[config.mk]
export PLATFORM = sky130hd
export DESIGN_NAME = input_debouncer
export DESIGN_NICKNAME = d
export VERILOG_FILES = /design/src/rtl/input_debouncer.sv
export SDC_FILE = /design/constraint.sdc
export NUM_CORES = 1
export LEC_CHECK = 0
export ABC_AREA = 1
export BUFFER_PORTS_ARGS = -buffer_cell sky130_fd_sc_hd__buf_2
export CORE_MARGIN = 3
export CORE_UTILIZATION = 58
export DETAILED_ROUTE_END_ITERATION = 10
export GPL_TIMING_DRIVEN = 1
export PLACE_DENSITY = 0.88
export REMOVE_ABC_BUFFERS = 1
export SLEW_MARGIN = 20
export SYNTH_ARGS = -nofsm -noshare
export SYNTH_HDL_FRONTEND = slang
export SYNTH_SLANG_ARGS = --single-unit
[constraint.sdc]
create_clock -name clk -period 1.7 [get_ports clk]
set_clock_uncertainty 0.05 [all_clocks]
set_input_delay 0.085 -clock clk [delete_from_list [all_inputs] [get_ports clk]]
set_output_delay 0.085 -clock clk [all_outputs]
set_load 0.01 [all_outputs]
[src/rtl/input_debouncer.sv]
// Multi-channel synchroniser and debouncer for raw board inputs.
// Each channel passes through a two-stage synchroniser, then must disagree
// with the accepted level for DEBOUNCE_CYCLES consecutive clocks before the
// new level is taken. Every accepted transition yields a one-cycle rise or
// fall pulse, and o_changed flags any pulse in the same cycle.
module input_debouncer #(
    parameter int           N               = 1,
    parameter int           DEBOUNCE_CYCLES = 50000,
    parameter logic [N-1:0] RESET_VAL       = {N{1'b1}}
) (
    input  logic         clk,
    input  logic         reset_n,
    input  logic [N-1:0] i_raw,
    output logic [N-1:0] o_level,
    output logic [N-1:0] o_rise,
    output logic [N-1:0] o_fall,
    output logic         o_changed
);

    // A single-cycle debounce still needs a one-bit counter so the
    // vectors below stay legal; it simply never leaves zero.
    localparam int            CW       = (DEBOUNCE_CYCLES > 1) ? $clog2(DEBOUNCE_CYCLES) : 1;
    localparam logic [CW-1:0] CNT_LAST = CW'(DEBOUNCE_CYCLES - 1);

    logic [N-1:0]         sync_ff1;
    logic [N-1:0]         sync_q;
    logic [N-1:0]         level_q;
    logic [N-1:0]         rise_q;
    logic [N-1:0]         fall_q;
    logic                 changed_q;
    logic [N-1:0][CW-1:0] cnt_q;

    logic [N-1:0]         level_d;
    logic [N-1:0]         rise_d;
    logic [N-1:0]         fall_d;
    logic [N-1:0][CW-1:0] cnt_d;

    // Two-flop synchroniser; resets to the idle level so release is pulse-free.
    always_ff @(posedge clk or negedge reset_n) begin
        if (!reset_n) begin
            sync_ff1 <= RESET_VAL;
            sync_q   <= RESET_VAL;
        end else begin
            sync_ff1 <= i_raw;
            sync_q   <= sync_ff1;
        end
    end

    // Per-channel counter: any agreement with the accepted level clears it, so
    // bounces never accumulate; the last mismatch cycle flips the level.
    always_comb begin
        level_d = level_q;
        rise_d  = '0;
        fall_d  = '0;
        cnt_d   = '0;
        for (int i = 0; i < N; i++) begin
            if (sync_q[i] != level_q[i]) begin
                if (cnt_q[i] == CNT_LAST) begin
                    level_d[i] = sync_q[i];
                    rise_d[i]  = sync_q[i];
                    fall_d[i]  = ~sync_q[i];
                    cnt_d[i]   = '0;
                end else begin
                    cnt_d[i] = cnt_q[i] + CW'(1);
                end
            end else begin
                cnt_d[i] = '0;
            end
        end
    end

    // Debounce state and output pulses; o_changed is computed from the same
    // next-state pulses so it lines up with them exactly.
    always_ff @(posedge clk or negedge reset_n) begin
        if (!reset_n) begin
            level_q   <= RESET_VAL;
            rise_q    <= '0;
            fall_q    <= '0;
            changed_q <= 1'b0;
            cnt_q     <= '0;
        end else begin
            level_q   <= level_d;
            rise_q    <= rise_d;
            fall_q    <= fall_d;
            changed_q <= |(rise_d | fall_d);
            cnt_q     <= cnt_d;
        end
    end

    assign o_level   = level_q;
    assign o_rise    = rise_q;
    assign o_fall    = fall_q;
    assign o_changed = changed_q;

endmodule

* After elaboration in Yosys (flattened, before gate mapping)
Cells that the tools add are included.
Word-level totals: bits in registers 22, input bits 3, output and inout port bits 4, word-level logic and storage cells 19
Operators by class: add/sub/neg operators 1, eq/ne operators 2, multiplexer cells 6, bitwise gates (word level) 2, reductions and logical operators 1
Operators by type and width (count):
- two-way mux 16 bit | 2
- adder 16 x 1 -> 16 bit, second input constant | 1
- equality test 16 bit, second input constant | 1
- two-way mux 1 bit | 4
- AND reduction 2 bit | 1
- inequality test 1 bit | 1
- NOT 1 bit | 1
- bitwise OR 1 bit | 1

* Longest topological paths before layout
depth after elaboration 4, mapped depth 7, gate-level depth less buffers 7

* Worst setup path before layout
OpenSTA, ideal clock, no wires.
path kind register to register, start point register level_q, in the netlist o_level, end point register cnt_q[5] (netlist name), setup time 0.119 ns, arrival 1.154 ns, data required time 1.531 ns, slack 0.377 ns, cell stages (with the launch flop) 6, buffers on the path 1, clock period less this slack 1.323 ns, path through dfstp_2 > nor2_1 > or2_2 > buf_6 > inv_2 > nor2_1
RTL lines:
- from (decl) | RTL line 27 | logic [N-1:0] level_q;
- from (signal assigned) | RTL line 82 | level_q <= level_d;
- to (signal assigned) | RTL line 86 | cnt_q <= cnt_d;
- to (decl) | RTL line 31 | logic [N-1:0][CW-1:0] cnt_q;

==> metrics.txt <==
status completed; Worst Path Arrival 1580 ps; Yosys reg bits 22; GRT overflow 0; switch share 19.4%; family with the most delay on the worst path simple AND/OR/NAND/NOR gates; cell area after synthesis 1140 µm²; P per Cell Area 775 nW/µm²; biggest area consumer among synthesized cells dfrtp_1; vias in the first global route 872; core area 1780 µm²; Yosys warning count 0; Post-synth top cells 31 x nor2_1, 23 x nand2_1, 19 x dfrtp_1; Post-synth ARST share 100%; Hold Fails Final Rpt 0; Avg WL per Cell 12.7 µm; TritonCTS clock tree yes; antenna diode count 0; mux share of post-synthesis cell area 0%; routability cong. 0.888; ranking of synthesized cells by area dfrtp_1 42%, nor2_1 10%, nand2_1 7.6%; maximum buffer depth of the clock tree 2; main combinational cell family by area after synthesis simple AND/OR/NAND/NOR gates; most common cell in the netlist nor2_1; first-pass GRT wire length 3870 µm; clock power share 40.4%; final worst path period need 1430 ps; Starting Density 63.7%; slew margin rel. 69.5%; Die ar. 2530 µm²; final HPWL from detailed placement 1630 µm; Peak Freq 0.700 GHz; share of layout cells above drive strength 1 18.9%; final setup TNS 0 ps; post-layout util 70.6%; nets 153; post-route ant nets 0; RSZ-0062 raised after global routing false; dpl ws 301 ps; Synth Area in Compound Gates 3.74%; Die Y-Extent 50.3 µm; leakage power total 0.642 nW; Max Cap Viol 0; Worst path slowest cell dfrtp_1; input/output buffers 6; CP Launch Type register; clock buffer count from CTS 3; initial drt markers 34; required time of the worst setup path 1850 ps; Reg power frac 55.5%; reg-to-reg slack, setup 270 ps; Gate power share 4.1%; Remaining DRCs 0; largest net degree at the start of global routing 23; total number of vias 937; internal power 0.786 mW; post-DR vias/cell 5.42; clk root buf clkbuf_4; H-tree Lvls 1; Rows 15; setup ws final 272 ps; Slew Limit Fails 0; Post-Synth XOR/XNOR Area 4.63%; Crit path buffers/inverters 0; Fillers 142; Cell variety after synth 25; Synth Instances 137; syn avg cell area 8.29 µm²; CP Max Fanout 8; GRT Util Overall 20.5%; crit path kind register to register; Worst Tran Pin Value 457 ps; Die X 50.3 µm; Sw Pwr 0.189 mW; Seq/Total Area, Yosys 48.8%; Critical Path End Type register; I/O pin count 7; Yosys top cell area share 41.9%; Clock transition at path regs 120 ps; Hold WS 201 ps; class of the worst hold path input pin to async pin; critical path's largest stage delay 410 ps; Post-CTS Setup Repair Bufs 0; final setup vio count 0; fin crit share 84.0%; Worst VDD drop 0.000694 V; final wirelength 2200 µm; Simple-Gate Fraction of Synth Area 34.8%; EDFF count, synth 0; clock sinks 22; worst-skew pair later-pin latency 310 ps; DR pass1 iterations 7; CP Cell Sequence ha_1 -> nand3_2 -> nor2_2 -> nand2_4 -> nand3_1 -> nor2_1; adder-cell share of the synthesized area 1.10%; initial antenna violation count 0; synth-to-layout area growth 10.8%; Design Power 0.975 mW; Top FF cell, synth dfrtp_1
[path summary, 6_finish.rpt]
| path | from | end | cells after the start |
|---|---|---|---|
| setup / recovery | cnt_q[0]$_DFF_PN0_ | cnt_q[13]$_DFF_PN0_ | 6 |
| hold / removal | reset_n | cnt_q[10]$_DFF_PN0_ | 2 |
| setup reg to reg | cnt_q[0]$_DFF_PN0_ | cnt_q[13]$_DFF_PN0_ | 6 |
| hold reg to reg | sync_ff1$_DFF_PN1_ | sync_q$_DFF_PN1_ | 0 |
| max in group asynchronous | reset_n | o_level$_DFFE_PN1P_ | 2 |
| min in group clk | sync_ff1$_DFF_PN1_ | sync_q$_DFF_PN1_ | 0 |
[state kept, by name (all words and copies together) (netlist names)]
signal and cells:
sync_ff1 1, o_fall 1, sync_q 1, o_level 1, o_changed 1, o_rise 1
cnt_q 16
[what timing repair did]
action                    in CTS  in global routing
gates resized for setup        0                  0
hold buffers                   2                  0
hold endpoints to repair      20                  0
[metal layers]
metal | GRT usage (%) | vias up | wire length (µm)
li1 | - | 452 | -
met1 | 26.6 | 431 | 942
met2 | 32.6 | 44 | 1100
met3 | 3.86 | 10 | 121
met4 | 10.1 | 0 | 43
met5 | 0 | - | 0
[power groups by stage]
stage	combinational, mW	sequential (mW)	clock (mW)
detailed placement	0.0365	0.551	0
global route	0.0453	0.543	0.429
CTS	0.0403	0.541	0.405
floorplan	0.0206	0.550	0
finish	0.0397	0.541	0.394
global placement	0.0357	0.550	0
[cell type report]
| type | instances | area, µm² | area share (%) |
|---|---|---|---|
| multi-input cells | 96 | 503 | 40.0 |
| clock buffers | 3 | 22.5 | 1.79 |
| well taps | 25 | 31.3 | 2.49 |
| flip-flops and latches | 22 | 554 | 44.0 |
| repair buffers | 8 | 50.0 | 3.98 |
| inverters | 18 | 67.6 | 5.37 |
| clock inverters | 1 | 30.0 | 2.39 |
[logic make-up after synthesis]
logic type,count (synthesis)
xor gates and xnor gates,6
and+or+nand+nor,83
adders and majority gates,1
DFF,22
AOI/OAI and AO/OA,6
buffers and inverters,19
[stage by stage]
stage	area, µm²	instances
6_report	1260	173
5_1_grt	1260	173
4_1_cts	1260	173
3_5_place_dp	1190	167
3_3_place_gp	1190	167
2_1_floorplan	1120	136
[cells in the final DEF, fill, tap and decap left out, types with 2 or more instances in the layout]
cell	instances
a31oi_1	2
buf_2	6
clkbuf_4	3
dfrtp_1	19
dfstp_2	3
dlygate4sd3_1	2
inv_1	16
inv_2	2
nand2_1	23
nand2_2	2
nand2_4	2
nand3_1	13
nand4_1	4
nor2_1	31
nor2_2	3
xnor2_1	2
xor2_1	4
Note: power is estimated with default switching activity, not from simulation.
